==> src/rtl/eth_rx_dispatch8.sv <==
// Byte-wide Ethernet RX dispatcher: walks the 14-byte header, filters on dest MAC / EtherType and
// forwards payload to the IPv4 or ARP path. Define ETH_RX_DISPATCH_STATS_EN for frame counters.
module eth_rx_dispatch8 #(
    parameter int unsigned AVL_SIZE     = 8,
    parameter int unsigned MAC_SIZE     = 48,
    parameter int unsigned BYTE_SIZE    = 8,
    parameter int unsigned HDR_BYTES    = 14,
    parameter logic [15:0] ETH_TYPE_IP  = 16'h0800,
    parameter logic [15:0] ETH_TYPE_ARP = 16'h0806,
    parameter int unsigned STAT_WIDTH   = 16
) (
    input  logic                  clk,
    input  logic                  reset_n,
    input  logic [MAC_SIZE-1:0]   local_mac,
    input  logic [AVL_SIZE-1:0]   data_in,
    input  logic                  data_in_valid,
    input  logic                  data_in_sop,
    input  logic                  data_in_eop,
    input  logic                  data_in_error,
    output logic [AVL_SIZE-1:0]   pay_data,
    output logic                  ip_valid,
    output logic                  arp_valid,
    output logic                  pay_sop,
    output logic                  pay_eop,
    output logic                  pay_error,
    output logic                  frame_abort
`ifdef ETH_RX_DISPATCH_STATS_EN
    ,
    output logic [STAT_WIDTH-1:0] stat_ip_frames,
    output logic [STAT_WIDTH-1:0] stat_arp_frames,
    output logic [STAT_WIDTH-1:0] stat_drop_frames,
    output logic [STAT_WIDTH-1:0] stat_runt_frames
`endif
);

    typedef enum logic [2:0] {StIdle, StHeader, StPayIp, StPayArp, StDrop} state_t;

    localparam logic [3:0] LAST_HDR_IDX = 4'(HDR_BYTES - 1);
    localparam logic [3:0] TYPE_MSB_IDX = 4'(HDR_BYTES - 2);
    localparam logic [3:0] MAC_BYTES    = 4'(MAC_SIZE / BYTE_SIZE);

    state_t                r_state;
    logic [3:0]            r_cnt;
    logic [MAC_SIZE-1:0]   r_dest;
    logic [15:0]           r_type;
    logic                  r_first;

    logic [BYTE_SIZE-1:0]  w_byte;
    logic [15:0]           w_type;
    logic                  w_dest_ok;
    logic                  w_in_pay;

    assign w_byte    = data_in[BYTE_SIZE-1:0];
    assign w_type    = {r_type[7:0], w_byte};
    assign w_dest_ok = (r_dest == local_mac) || (r_dest == {MAC_SIZE{1'b1}});
    assign w_in_pay  = (r_state == StPayIp) || (r_state == StPayArp);

    always_ff @(posedge clk or negedge reset_n) begin
        if (!reset_n) begin
            r_state     <= StIdle;
            r_cnt       <= '0;
            r_dest      <= '0;
            r_type      <= '0;
            r_first     <= 1'b0;
            pay_data    <= '0;
            ip_valid    <= 1'b0;
            arp_valid   <= 1'b0;
            pay_sop     <= 1'b0;
            pay_eop     <= 1'b0;
            pay_error   <= 1'b0;
            frame_abort <= 1'b0;
        end else begin
            ip_valid    <= 1'b0;
            arp_valid   <= 1'b0;
            pay_sop     <= 1'b0;
            pay_eop     <= 1'b0;
            pay_error   <= 1'b0;
            frame_abort <= 1'b0;
            if (data_in_valid) begin
                if (data_in_sop) begin
                    // A sop always restarts capture, whatever the current state.
                    frame_abort <= w_in_pay;
                    r_dest      <= {r_dest[MAC_SIZE-BYTE_SIZE-1:0], w_byte};
                    r_state     <= data_in_eop ? StIdle : StHeader;
                    r_cnt       <= data_in_eop ? 4'd0 : 4'd1;
                end else begin
                    case (r_state)
                        StHeader: begin
                            if (r_cnt < MAC_BYTES) begin
                                r_dest <= {r_dest[MAC_SIZE-BYTE_SIZE-1:0], w_byte};
                            end
                            if (r_cnt >= TYPE_MSB_IDX) begin
                                r_type <= w_type;
                            end
                            if (data_in_eop) begin
                                r_state <= StIdle;
                                r_cnt   <= '0;
                            end else if (r_cnt == LAST_HDR_IDX) begin
                                r_cnt   <= '0;
                                r_first <= 1'b1;
                                if (w_dest_ok && w_type == ETH_TYPE_IP) begin
                                    r_state <= StPayIp;
                                end else if (w_dest_ok && w_type == ETH_TYPE_ARP) begin
                                    r_state <= StPayArp;
                                end else begin
                                    r_state <= StDrop;
                                end
                            end else begin
                                r_cnt <= r_cnt + 4'd1;
                            end
                        end
                        StPayIp, StPayArp: begin
                            pay_data  <= data_in;
                            ip_valid  <= (r_state == StPayIp);
                            arp_valid <= (r_state == StPayArp);
                            pay_sop   <= r_first;
                            r_first   <= 1'b0;
                            if (data_in_eop) begin
                                pay_eop   <= 1'b1;
                                pay_error <= data_in_error;
                                r_state   <= StIdle;
                            end
                        end
                        StDrop: begin
                            if (data_in_eop) begin
                                r_state <= StIdle;
                            end
                        end
                        default: ;
                    endcase
                end
            end
        end
    end

`ifdef ETH_RX_DISPATCH_STATS_EN
    logic w_ev_ip, w_ev_arp, w_ev_drop, w_ev_runt;
    logic w_end;

    assign w_end     = data_in_valid && !data_in_sop && data_in_eop;
    assign w_ev_ip   = w_end && (r_state == StPayIp);
    assign w_ev_arp  = w_end && (r_state == StPayArp);
    assign w_ev_drop = w_end && (r_state == StDrop);
    // One-byte frames and sop-restarts out of the header both count as runts.
    assign w_ev_runt = (w_end && (r_state == StHeader)) ||
                       (data_in_valid && data_in_sop && (data_in_eop || r_state == StHeader));

    always_ff @(posedge clk or negedge reset_n) begin
        if (!reset_n) begin
            stat_ip_frames   <= '0;
            stat_arp_frames  <= '0;
            stat_drop_frames <= '0;
            stat_runt_frames <= '0;
        end else begin
            if (w_ev_ip && stat_ip_frames != '1) begin
                stat_ip_frames <= stat_ip_frames + STAT_WIDTH'(1);
            end
            if (w_ev_arp && stat_arp_frames != '1) begin
                stat_arp_frames <= stat_arp_frames + STAT_WIDTH'(1);
            end
            if (w_ev_drop && stat_drop_frames != '1) begin
                stat_drop_frames <= stat_drop_frames + STAT_WIDTH'(1);
            end
            if (w_ev_runt && stat_runt_frames != '1) begin
                stat_runt_frames <= stat_runt_frames + STAT_WIDTH'(1);
            end
        end
    end
`endif

endmodule

==> config.mk <==
export PLATFORM = sky130hd
export DESIGN_NAME = eth_rx_dispatch8
export DESIGN_NICKNAME = d
export VERILOG_FILES = /design/src/rtl/eth_rx_dispatch8.sv
export SDC_FILE = /design/constraint.sdc
export NUM_CORES = 1
export LEC_CHECK = 0
export CAP_MARGIN = 20
export CORE_MARGIN = 3
export CORE_UTILIZATION = 61
export CTS_CLUSTER_SIZE = 24
export DETAILED_ROUTE_END_ITERATION = 8
export DONT_BUFFER_PORTS = 1
export PLACE_DENSITY = 0.77
export SETUP_SLACK_MARGIN = 0.4
export SLEW_MARGIN = 20
export SYNTH_ARGS = -nofsm -noshare
export SYNTH_HDL_FRONTEND = slang
export SYNTH_SLANG_ARGS = --single-unit
export TNS_END_PERCENT = 50
==> constraint.sdc <==
create_clock -name clk -period 4.2 [get_ports clk]
set_clock_uncertainty 0.1 [all_clocks]
set_input_delay 0.42 -clock clk [delete_from_list [all_inputs] [get_ports clk]]
set_output_delay 0.42 -clock clk [all_outputs]
set_load 0.05 [all_outputs]
---- Word level (Yosys, flattened, before mapping) ----
Index checks and enable logic that the tools add are counted.
cells by class
  shifts and indexed selects .............. 0
  bitwise operators ....................... 1
  order comparisons ....................... 2
  add/sub/neg operators ................... 1
  muxes and demuxes ....................... 38
  multipliers ............................. 0
  eq/ne operators ......................... 13
  reductions and logical operators ........ 16
  divide/modulo/power cells ............... 0
operators with widths
  kind                                                        number
  2-to-1 mux 48 bit                                           3
  == test 48 bit                                              1
  == test 48 bit, second input constant                       1
  == test 16 x 12 -> 1 bit, second input constant             2
  2-to-1 mux 1 bit                                            23
  2-to-1 mux 3 bit                                            6
  2-to-1 mux 4 bit                                            4
  AND reduction 4 bit                                         2
  == test 3 x 2 -> 1 bit, second input constant               2
  case mux 3 bit (2 select lines)                             1
  AND reduction 3 bit                                         2
  nonzero test 2 bit                                          3
  AND reduction 5 bit                                         1
  adder 4 x 1 -> 4 bit, second input constant                 1
  == test 4 bit, second input constant                        1
  greater-or-equal comparator 4 bit, second input constant    1
  less-than comparator 4 x 3 -> 1 bit, second input constant  1
  inequality test 2 bit, second input constant                2
  inequality test 4 bit, second input constant                1
  == test 3 x 1 -> 1 bit, second input constant               1
  == test 3 bit, second input constant                        1
  inequality test 3 x 1 -> 1 bit, second input constant       1
  nonzero test 3 bit                                          1
  OR reduction 3 bit                                          1
  other kinds (6)                                             8
word-level totals
  bits of input ports ..................... 62
  bits in writable memories ............... 0
  output and inout port bits .............. 14
  register bits ........................... 78
  latch bits .............................. 0
  memories kept ........................... 0
  memory bits (read-only) ................. 0

---- Longest topological paths before layout ----
Gate-level depths: netlist (run 1).
  depth after elaboration ................. 9
  mapped depth ............................ 7
  mapped depth without buffers ............ 6

---- Worst setup path after synthesis (run 1) ----
OpenSTA, ideal clock, no wires.
  kind .................................... reg2reg
  start point ............................. reg r_state[2]
  end point ............................... reg r_dest[10]
  setup slack ............................. 2.388 ns
  arrival time ............................ 1.587 ns
  period minus slack after synthesis ...... 1.812 ns
  stages on the path, launching flop included .. 8
  setup time .............................. 0.125 ns
  path through ............................ dfrtp_1 nand2b_2 nor2_2 o21ai_4 nor2_2 buf_6 buf_6 mux2_4
on the way
  cells in the longest elaborated chain, start to end .. 3
RTL lines
  what                                  RTL line  source
  from (decl)                           42        state_t r_state;
  from (signal assigned)                60        r_state <= StIdle;
  from (signal assigned)                84        r_state <= data_in_eop ? StIdle : StHeader;
  from (signal assigned)                96        r_state <= StIdle;
  == test 3 x 1 -> 1 bit                87        case (r_state)
  nonzero test 2 bit (no source line)   -
  AND reduction 3 bit (no source line)  -
  to (signal assigned)                  83        r_dest <= {r_dest[MAC_SIZE-BYTE_SIZE-1:0], w_byte};
  to (signal assigned)                  90        r_dest <= {r_dest[MAC_SIZE-BYTE_SIZE-1:0], w_byte};
  to (decl)                             44        logic [MAC_SIZE-1:0] r_dest;
Every way passes these cells.
A chain may end at the register's enable or synchronous reset.

---- Worst setup path after layout (run 1) ----
  start point ............................. reg r_state[2]
  end point ............................... reg r_dest[43]
Same word-level chain as after synthesis.

==> metrics.md, run 1 <==
| Metric | Value |
|---|---|
| Initial antenna violation count | 0 |
| Post-synth EDFFs | 0 |
| P&R area growth vs syn | 8.89% |
| I/O pin count | 76 |
| Vias | approximately 2,300 |
| Period Utilization, post-route | a little over three fifths |
| CP bufs+invs | 1 |
| Crit Path Max Fanout | 34 |
| Total track usage | a little under a quarter |
| Leak pwr | between 1.5 and 2 nW |
| DRC Markers | 0 |
| Synthesized cell area | between 3000 and 4000 µm² |
| Post-synthesis cell count | 292 |
| Post-CTS Resized | 0 |
| Post-route setup slack | 1.55 ns |
| Vias per inst | 6.15 |
| CTS tree | done |
| CP arrival | around 2.8 ns |
| Seq/Total Area, Yosys | 51.0% |
| Worst r2r src | r_state[2] |
| Setup Viol. Count Final | 0 |
| Combinational share of power | between 20% and 30% |
| Worst relative slew slack | between 20 and 30% |
| Most common cell after layout, fill and taps aside | dfrtp_1 |
| Most frequent cells in the layout | dfrtp_1 (78), xor2_1 (48), mux2_2 (41), mux2_4 (20), nor4_1 (17) |
| Dpl cells | ~360 |
| Number of CTS-inserted buffers | 9 |
| Final Hold Fails | 0 |
| Status | complete, no violations |
| Htree depth | 3 |
| Setup tns final | 0 ns |
| Gr ovfl total | 0 |
| Hold path cells | 1 |
| Avg WL per Cell | approximately 21 µm |
| Placement Rows | 28 |
| Max_cap viols | 0 |
| Max VDD drop | between 0.3 and 0.4 mV |
| Unique masters post-synth | 39 |
| Setup CP Type | flop to flop |
| Design Power | ~2.5 mW |
| Diode count | 0 |
| Layout filler cell count | approximately 420 |
| Storage cell area | 1950 µm² |
| Overall die height | between 80 and 90 µm |
| Multi-input logic area | 1810 µm² |
| RSZ-0062 raised after global routing | no |
| Final WL | 7920 µm |
| Hold_buf cts | 2 |
| Seq cells post-synth | 78 |
| Slowest cell on crit path | nor2_4 |
| Placement Setup Slack | between 1.5 and 2 ns |
| Max-slew violation count | 0 |
| Initial core utilization | between 60% and 70% |
| Ys flop type | dfrtp_1 |
| Pint | 1.68 mW |
| Hold WC Path Type | primary input to flop |
| Min cycle time layout | 2.65 ns |
| FF-to-FF path depth | 6 |
| Critical path startpoint category | flop |
| CP Data Required Time | about 4.3 ns |
| Post-route ant nets | 0 |
| Setup crit end kind | flop |
| Largest net degree at the start of global routing | 79 |
| Clock Sinks | between 70 and 80 |
| Post-Layout Cell Count | between 300 and 400 |
| Worst Tran Pin Value | between 1 and 1.5 ns |
| Flop2flop setup slack | approximately 1.5 ns |
| Top-area cell type share of the netlist area | 51.0% |
| PortBufs | 0 |
| Die ar. | 7260 µm² |
| Vias in the first global route | 2,354 |
| Final nets | around 360 |
| Pre-antenna DRT Iters | 4 |
| Top post-synthesis cells by area | dfrtp_1 (51%), mux2_2 (12%), xor2_1 (11%), mux2_4 (7.8%), nor4_1 (2.8%) |
| Clk pwr share | 27.9% |
| Cell accounting for the most synthesized area | dfrtp_1 |
| Dpl hpwl | between 5000 and 6000 µm |
| CTS clk-pin slew, worst paths | approximately 0.080 ns |
| Post-CTS setup buffer count | 0 |
| Max stage delay on crit path | ~0.84 ns |
| Hold_sp | data_in_eop |
| Latest clock arrival within the worst-skew pair | about 0.36 ns |
| Flop pwr share | 51.0% |
| Share of layout cells above drive strength 1 | 29.3% |
| Async SR Flop Fraction | between 90% and 100% |
| Root Buffer | clkbuf_8 |
| GP Congestion | 0.826 |
| Max clock buf depth | 2 |
| Core Region | 5990 µm² |
| Mean post-synth cell area | 13.1 µm² |
| Chip Width | about 85 µm |
| Power Density | around 590 nW/µm² |
| Crit path cell chain | nand2b_2, nor2_2, o21ai_4, nor2_4, buf_4, mux2_2 |
| 1st-iter DRT viols | around 100 |
| Post-Syn Nets | 354 |
| Achievable Freq | approximately 0.38 GHz |
| Crit Reg-Reg Endpoint | r_dest[43] |
| CP delay by family, top | simple AND/OR/NAND/NOR gates |
| First-pass GRT wire length | roughly 13,000 µm |
| Synth warnings | 0 |
| Sw Share | 31.5% |
| WHS Endpoint | r_cnt[3] |
| Switching power of the nets | 0.772 mW |
[per-stage QoR]
stage	utilization, %	hold WS (ns)	instance area, µm²
finish	69.6	0.0538	4170
global route	69.6	0.0388	4170
CTS	69.6	0.0539	4170
detailed placement	64.8	0.0266	3880
global placement	64.8	0.0266	3880
floorplan	-	0.0244	3830
[power groups by stage]
stage | combinational, mW | clock (mW) | sequential (mW)
after global routing | 0.566 | 0.719 | 1.28
after CTS | 0.520 | 0.688 | 1.25
final | 0.517 | 0.683 | 1.25
after global placement | 0.478 | 0 | 1.25
after floorplan | 0.440 | 0 | 1.15
after detailed placement | 0.495 | 0 | 1.26
[synthesized netlist by cell type, drive strengths merged, types with 3 or more instances]
cell type / count
nor3: 4
inv: 4
nor4: 17
and2: 3
mux2: 65
dfrtp: 78
o21ai: 5
nand2: 8
xor2: 48
nor2: 7
o31ai: 4
nand4: 16
buf: 7
a21oi: 3
[state kept, by name (all words and copies together) (netlist names), 3 cells and up]
register / cells
pay_data: 8
r_cnt: 4
r_dest: 48
r_state: 3
r_type: 8
[how the worst max path moves through the flow]
stage,end,startpoint,cells past startpoint,slack [ns]
2_1_floorplan,r_dest[10],r_state[2],7,2.39
3_3_place_gp,r_dest[37],r_state[2],6,1.63
3_5_place_dp,r_dest[37],r_state[2],6,1.59
4_1_cts,r_dest[37],r_state[2],6,1.55
5_1_grt,r_dest[9],r_state[2],6,1.41
6_report,r_dest[43],r_state[2],6,1.55
[kinds of logic after synthesis]
kind of cell           share of synthesized area [%]
buffers and inverters                           1.90
AO/OA/AOI/OAI                                   4.25
flip-flops                                      51.0
multiplexers                                    21.1
XOR/XNOR                                        11.0
AND/OR/NAND/NOR                                 10.8
[layout make-up]
cell class	count	share of cell area [%]
flip-flops and latches	78	46.8
multi-input cells	202	43.4
clock buffers	9	2.97
clock inverters	7	2.94
well taps	75	2.25
repair buffers	4	1.26
inverters	4	0.360
[layer usage]
metal / global-route usage [%] / vias up / part of all wire (%) / routed length, µm
met3: 7.77 / 6 / 8.0 / 633
li1: - / 1079 / - / -
met2: 33.8 / 86 / 45 / 3530
met5: 0 / - / 0 / 0
met1: 33.1 / 1159 / 46 / 3670
met4: 6.04 / 0 / 1.1 / 84
Power figures use the tool's default switching activity.
==> run 2, diff against run 1 <==
- clock period: 4.2 -> 2.5 ns (I/O delays scaled with it)
==> run 2 against run 1 <==
The run now ends with hold timing left. Largest cell class unchanged. Final area increased by 2.8%. Combinational power increased by 76%. Highest routed layer unchanged. Largest power group unchanged. Cell count increased by 2.4%. Sequential power increased by 67%. Count of clock-buffer cells in the layout unchanged. Sequential share of layout area decreased by 1.3 points.
==> metrics.md, run 2 (synthesis gave the netlist of run 1 again) <==
| Metric | Value |
|---|---|
| Post-CTS setup buffer count | 0 (unchanged) |
| Placement Rows | 28 (unchanged) |
| Final nets | 370 (+2.5%) |
| Failing checks | hold timing |
| Final WL | 8320 µm (+5.0%) |
| DRC Markers | 0 (unchanged) |
| Post-route design area | 4290 µm² (+2.8%) |
| Gr ovfl total | 0 (unchanged) |
| Sw Share | 31.1% (-0.41 points) |
| Vias in the first global route | 2,450 (+4.1%) |
| 1st-iter DRT viols | 195 (+88%) |
| Critical path startpoint category | flop |
| Pre-antenna DRT Iters | 4 (unchanged) |
| First-pass GRT wire length | 13,400 µm (+6.7%) |
| Root Buffer | clkbuf_8 |
| Share of layout cells above drive strength 1 | 29.4% (+0.12 points) |
| Cell Area, Placed | 3890 µm² (+0.13%) |
| FF-to-FF path depth | 6 (unchanged) |
| Top flop regs | r_dest: 48 flops, pay_data: 8 flops, r_type: 8 flops |
| CTS clk-pin slew, worst paths | 0.08 ns (about the same) |
| Worst relative slew slack | 57.6% (+29 points) |
| Achievable Freq | 0.502 GHz (+33%) |
| Setup Viol. Count Final | 0 (unchanged) |
| Most frequent cells in the layout | dfrtp_1 (78), xor2_1 (48), mux2_2 (41), mux2_4 (20), nand4_1 (16) |
| Worst Tran Pin Value | 0.633 ns (-0.440 ns) |
| Crit. Startpoint | r_state[2] |
| Flop pwr share | 50.8% (-0.2 points) |
| Hold WC Path Type | primary input to asynchronous set/reset pin |
| Clock Sinks | 78 (unchanged) |
| Vias | 2,429 (+4.2%) |
| Crit Path Max Fanout | 48 (+41%) |
| Crit path cell chain | nand2b_2, nor2_2, o21ai_4, nor2_4, buf_12, mux2_2 |
| Min cycle time layout | 1.99 ns (-0.663 ns) |
| Overall die height | 85.2 µm (unchanged) |
| Setup CP Type | flop to flop |
| Metal2 WL | 3800 µm (+7.7%) |
| Layout filler cell count | 426 (+2.2%) |
| Crit Reg-Reg Endpoint | r_dest[0] |
| Slowest cell on crit path | dfrtp_1 |
| Diode count | 0 (unchanged) |
| I/O pin count | 76 (unchanged) |
| Storage cell area | 1950 µm² (unchanged) |
| Switching power of the nets | 1.28 mW (+65%) |
| PortBufs | 0 (unchanged) |
| Initial core utilization | 63.9% (unchanged) |
| Flop2flop setup slack | 0.51 ns (-1.04 ns) |
| Setup tns final | 0 ns (unchanged) |
| Most flop-heavy register | r_dest |
| Initial antenna violation count | 0 (unchanged) |
| Avg WL per Cell | 21.4 µm (+2.6%) |
| Max clock buf depth | 2 (unchanged) |
| Most common cell after layout, fill and taps aside | dfrtp_1 |
| Highest routed layer | met4 |
| Latest clock arrival within the worst-skew pair | 0.34 ns (-0.02 ns) |
| P&R area growth vs syn | 12.0% |
| RSZ-0062 raised after global routing | no |
| Core Region | 5990 µm² (unchanged) |
| Hold_buf cts | 12 (+10) |
| Clk pwr share | 27.0% (-0.9 points) |
| Dpl hpwl | 5820 µm (+1.3%) |
| Final Hold Fails | 78 (+78) |
| Post-route ant nets | 0 (unchanged) |
| Combinational share of power | 22.2% (+1.1 points) |
| CP arrival | 2.11 ns (-0.69 ns) |
| Pint | 2.83 mW (+69%) |
| Die ar. | 7260 µm² (unchanged) |
| Multi-input logic area | 1850 µm² (+2.2%) |
| Htree depth | 3 (unchanged) |
| Leak pwr | 1.89 nW (+2.1%) |
| Chip Width | 85.2 µm (unchanged) |
| Max VDD drop | 0.628 mV (+77%) |
| Largest net degree at the start of global routing | 79 (unchanged) |
| Max stage delay on crit path | 0.45 ns (-0.39 ns) |
| Status | complete, but fails checks |
| Max reg flops | 48 (unchanged) |
| Period Utilization, post-route | 79.6% (+16 points) |
| Worst r2r src | r_state[2] |
| Setup crit end | r_dest[0] |
| Total track usage | 24.2% (+1.2 points) |
| Vias per inst | 6.26 (+1.8%) |
| GP Congestion | 0.873 (+5.7%) |
| Power Density | 958 nW/µm² (+63%) |
| Number of CTS-inserted buffers | 9 (unchanged) |
| Max-slew violation count | 0 (unchanged) |
| CP Data Required Time | 2.62 ns (-1.72 ns) |
| Max_cap viols | 0 (unchanged) |
| Setup crit end kind | flop |
| Met3 wire len | 552 µm (-13%) |
| CTS tree | done |
| Worst hold slack | -0.501 ns (-0.555 ns) |
| Routed met1 length | 3910 µm (+6.5%) |
run 2: cell count changes in the layout (fill, tap and decap cells not counted), moves of 2 or more:
cell	delta
clkinv_2	+3
dlygate4sd3_1	+11
nor4_1	-5
buf_4	-2
nor4_2	+5
clkinv_4	-2
run 2: final cells by class:
cell class,instances,share of cell area [%]
clock buffer,9,2.89
clock inverter,7,2.63
inverter,4,0.350
multi-input combinational,202,43.1
sequential,78,45.5
tap,75,2.19
timing repair buffer,13,3.27
run 2: worst min path at each step:
| stage | slack (ns) | from | depth (start not counted) | end |
|---|---|---|---|---|
| 6_report | -0.50 | reset_n | 0 | r_dest[32] |
| 5_1_grt | -0.52 | reset_n | 0 | r_cnt[1] |
| 4_1_cts | -0.51 | reset_n | 0 | pay_error |
| 3_5_place_dp | -0.14 | reset_n | 0 | r_dest[32] |
| 3_3_place_gp | -0.14 | reset_n | 0 | r_dest[33] |
| 2_1_floorplan | -0.15 | reset_n | 0 | arp_valid |
run 2: worst max-delay path: cells and delay by family, from the launching register on:
family | cells | cell delay [ns]
compound gates | 1 | 0.11
mux | 1 | 0.38
flops | 1 | 0.45
buf+inv | 1 | 0.28
simple gates | 3 | 0.51
run 2: per-stage QoR:
stage / power [mW] / cells / utilization, % / hold slack (ns) / setup WS, ns
CTS: 4.08 / 388 / 70.9 / -0.514 / 0.416
global placement: 2.91 / 360 / 64.9 / -0.143 / 0.459
floorplan: 2.66 / 292 / - / -0.146 / 0.688
finish: 4.11 / 388 / 71.6 / -0.501 / 0.509
detailed placement: 2.95 / 360 / 64.9 / -0.143 / 0.430
global route: 4.31 / 388 / 71.6 / -0.517 / 0.403
run 2: routing by layer:
| layer | vias to the layer above | GRT usage [%] |
|---|---|---|
| met3 | 6 | 6.21 |
| li1 | 1099 | - |
| met1 | 1259 | 36.6 |
| met5 | - | 0 |
| met2 | 65 | 34.5 |
| met4 | 0 | 7.34 |
run 2: power by group through the flow:
stage | registers [mW] | logic, mW | clock network [mW]
floorplan | 1.93 | 0.739 | 0
CTS | 2.08 | 0.878 | 1.12
global placement | 2.08 | 0.827 | 0
finish | 2.09 | 0.912 | 1.11
detailed placement | 2.10 | 0.847 | 0
global route | 2.14 | 0.985 | 1.18
run 2: what timing repair did:
action | in CTS | in global routing
resized for setup | 0 | 6
endpoints found under the hold margin | 107 | 78
setup endpoints to repair | 0 | 3
==> run 3, diff against run 2 <==
- CORE_UTILIZATION: 61 -> 57
- PLACE_DENSITY: 0.77 -> 0.75
- clock period: 2.5 -> 1.77 ns (I/O delays scaled with it)
==> run 3 against run 2 <==
The flow finishes with violations (hold timing, setup timing). Global-route usage grew 5.5 points. Count of clock-buffer cells in the layout is the same. Flip-flop and latch count is the same. Sequential share of layout area fell by 8.8 points. Cell count increased by 21%. Final area grew 24%. Register-to-register slack worse by 0.93 ns. Non-clock buffer count rose by 80. Combinational power rose to 3.2 times the previous value. Via count grew 19%. First-iteration DRC count is 48% higher. Critical path type unchanged. Largest cell class is now multi-input gates. Highest routed layer unchanged.
==> metrics.md, run 3 (synthesis gave the netlist of run 1 again) <==
| Metric | Value |
|---|---|
| 1st-iter DRT viols | 289 (+48%) |
| Slowest cell on crit path | nor4_1 |
| Flop2flop setup slack | -0.42 ns (-0.93 ns) |
| Vias | 2,900 (+19%) |
| CP Data Required Time | 1.98 ns (-0.64 ns) |
| Critical path startpoint category | flop |
| Placement Setup Slack | -0.337 ns (-0.767 ns) |
| Min cycle time layout | 2.19 ns (+0.203 ns) |
| DRC Markers | 0 (unchanged) |
| Dpl cells | 422 (+17%) |
| Most flop-heavy register | r_dest |
| Design Power | 6.84 mW (+66%) |
| Root Buffer | clkbuf_8 |
| Diode count | 0 (unchanged) |
| Number of CTS-inserted buffers | 9 (unchanged) |
| Hold_buf cts | 12 (unchanged) |
| Max VDD drop | 0.755 mV (+20%) |
| Crit Path Max Fanout | 3 (-94%) |
| CTS clk-pin slew, worst paths | 0.09 ns (about the same) |
| Largest net degree at the start of global routing | 79 (unchanged) |
| Setup CP Type | flop to flop |
| Worst relative slew slack | 67.2% (+9.6 points) |
| Final WL | 11,800 µm (+42%) |
| Most frequent cells in the layout | dfrtp_1 (76), mux2_4 (64), buf_4 (59), xor2_1 (48), nand4_1 (16) |
| Placement Rows | 29 (+3.6%) |
| Core Region | 6420 µm² (+7.2%) |
| CTS tree | done |
| Initial core utilization | 59.6% (-4.3 points) |
| Final nets | 450 (+22%) |
| RSZ-0062 raised after global routing | yes |
| Hold WC Path Type | primary input to asynchronous set/reset pin |
| Setup Viol. Count Final | 29 (+29) |
| Vias per inst | 6.17 (-1.4%) |
| Crit Reg-Reg Endpoint | r_state[0] |
| Share of layout cells above drive strength 1 | 47.8% (+18 points) |
| Overall die height | 88.0 µm (+3.2%) |
| I/O pin count | 76 (unchanged) |
| Htree depth | 3 (unchanged) |
| Post-route ant nets | 0 (unchanged) |
| Post-Layout Cell Count | 470 (+21%) |
| Final core occ | 82.8% (+11 points) |
| Latest clock arrival within the worst-skew pair | 0.36 ns (+0.02 ns) |
| PortBufs | 0 (unchanged) |
| Setup crit end | r_state[0] |
| Avg WL per Cell | 25.0 µm (+17%) |
| Crit path cell chain | xor2_1, nor4_1, nand4_1, o31ai_4, a32o_1, mux2_2 |
| CP arrival | 2.40 ns (+0.29 ns) |
| Dpl hpwl | 6850 µm (+18%) |
| Failing checks | hold timing, setup timing |
| Max stage delay on crit path | 0.41 ns (-0.04 ns) |
| Final Hold Fails | 78 (unchanged) |
| Pre-antenna DRT Iters | 4 (unchanged) |
| Power Density | 1290 nW/µm² (+34%) |
| Initial antenna violation count | 0 (unchanged) |
| Die ar. | 7740 µm² (+6.5%) |
| FF-to-FF path depth | 6 (unchanged) |
| Chip Width | 88.0 µm (+3.2%) |
| Clock Sinks | 78 (unchanged) |
| Setup tns final | -1.90 ns (-1.90 ns) |
| Max clock buf depth | 2 (unchanged) |
| Status | complete, but fails checks |
| P&R area growth vs syn | 38.9% |
| Worst r2r src | r_dest[32] |
| First-pass GRT wire length | 16,800 µm (+26%) |
| Period Utilization, post-route | 124% (+44 points) |
| Max-slew violation count | 0 (unchanged) |
| Max_cap viols | 0 (unchanged) |
| GP Congestion | 0.934 (+7.0%) |
| CP bufs+invs | 0 (-1) |
| Top flop regs | r_dest: 48 flops, pay_data: 8 flops, r_type: 8 flops |
| Vias in the first global route | 3,070 (+25%) |
| Post-route setup slack | -0.424 ns (-0.933 ns) |
| Crit. Startpoint | r_dest[32] |
| Gr ovfl total | 0 (unchanged) |
| CP delay by family, top | simple AND/OR/NAND/NOR gates |
| Leak pwr | 2.44 nW (+29%) |
| Post-route design area | 5320 µm² (+24%) |
| Crit path depth | 6 (unchanged) |
| Worst Tran Pin Value | 0.492 ns (-0.140 ns) |
| Max reg flops | 48 (unchanged) |
| Most common cell after layout, fill and taps aside | dfrtp_1 |
| Setup crit end kind | flop |
| Worst hold slack | -0.600 ns (-0.0987 ns) |
| Achievable Freq | 0.456 GHz (-9.2%) |
| Total track usage | 29.7% (+5.5 points) |
| Cell Area, Placed | 4400 µm² (+13%) |
## run 3: worst register-to-register path, stage by stage (launching register included)
cell and delay (ns):
dfrtp_1 0.40, xor2_1 0.18, nor4_1 0.41, nand4_1 0.25, o31ai_4 0.39, a32o_1 0.25, mux2_2 0.16
## run 3: how the worst min path moves through the flow
stage | startpoint | endpoint | slack [ns] | cells past startpoint
after detailed placement | reset_n | r_dest[34] | -0.22 | 0
after CTS | reset_n | r_type[6] | -0.61 | 0
after global placement | reset_n | r_dest[35] | -0.22 | 0
after global routing | reset_n | r_state[0] | -0.61 | 0
after floorplan | reset_n | arp_valid | -0.22 | 0
final | reset_n | r_dest[29] | -0.60 | 0
## run 3: timing repair
item | 4_1_cts | 5_1_grt
resized for setup | 55 | 25
endpoints found under the setup margin | 76 | 77
setup buffers | 8 | 4
pin swaps | 8 | 11
hold endpoints to repair | 112 | 78
gates cloned | 5 | 3
## run 3: cell type report
type	instances	area (µm²)
tap	77	96.3
clock inverter	7	56.3
fill	310	1100
clock buffer	9	124
sequential	78	1950
timing repair buffer	93	983
multi-input combinational	202	2090
inverter	4	15.0
## run 3: metal layers
layer	GRT usage, %	part of all wire, %	vias to the layer above
met1	38.4	39	1472
met2	47.5	50	141
met5	0	0	-
li1	-	-	1260
met4	8.51	2.5	0
met3	10.3	8.3	27
## run 3: where the power goes
part / leakage [nW] / internal, mW / total, mW / switching, mW
registers: 0.975 / 2.27 / 2.68 / 0.413
clock network: 0.0789 / 0.523 / 1.27 / 0.746
logic: 1.39 / 1.71 / 2.88 / 1.17
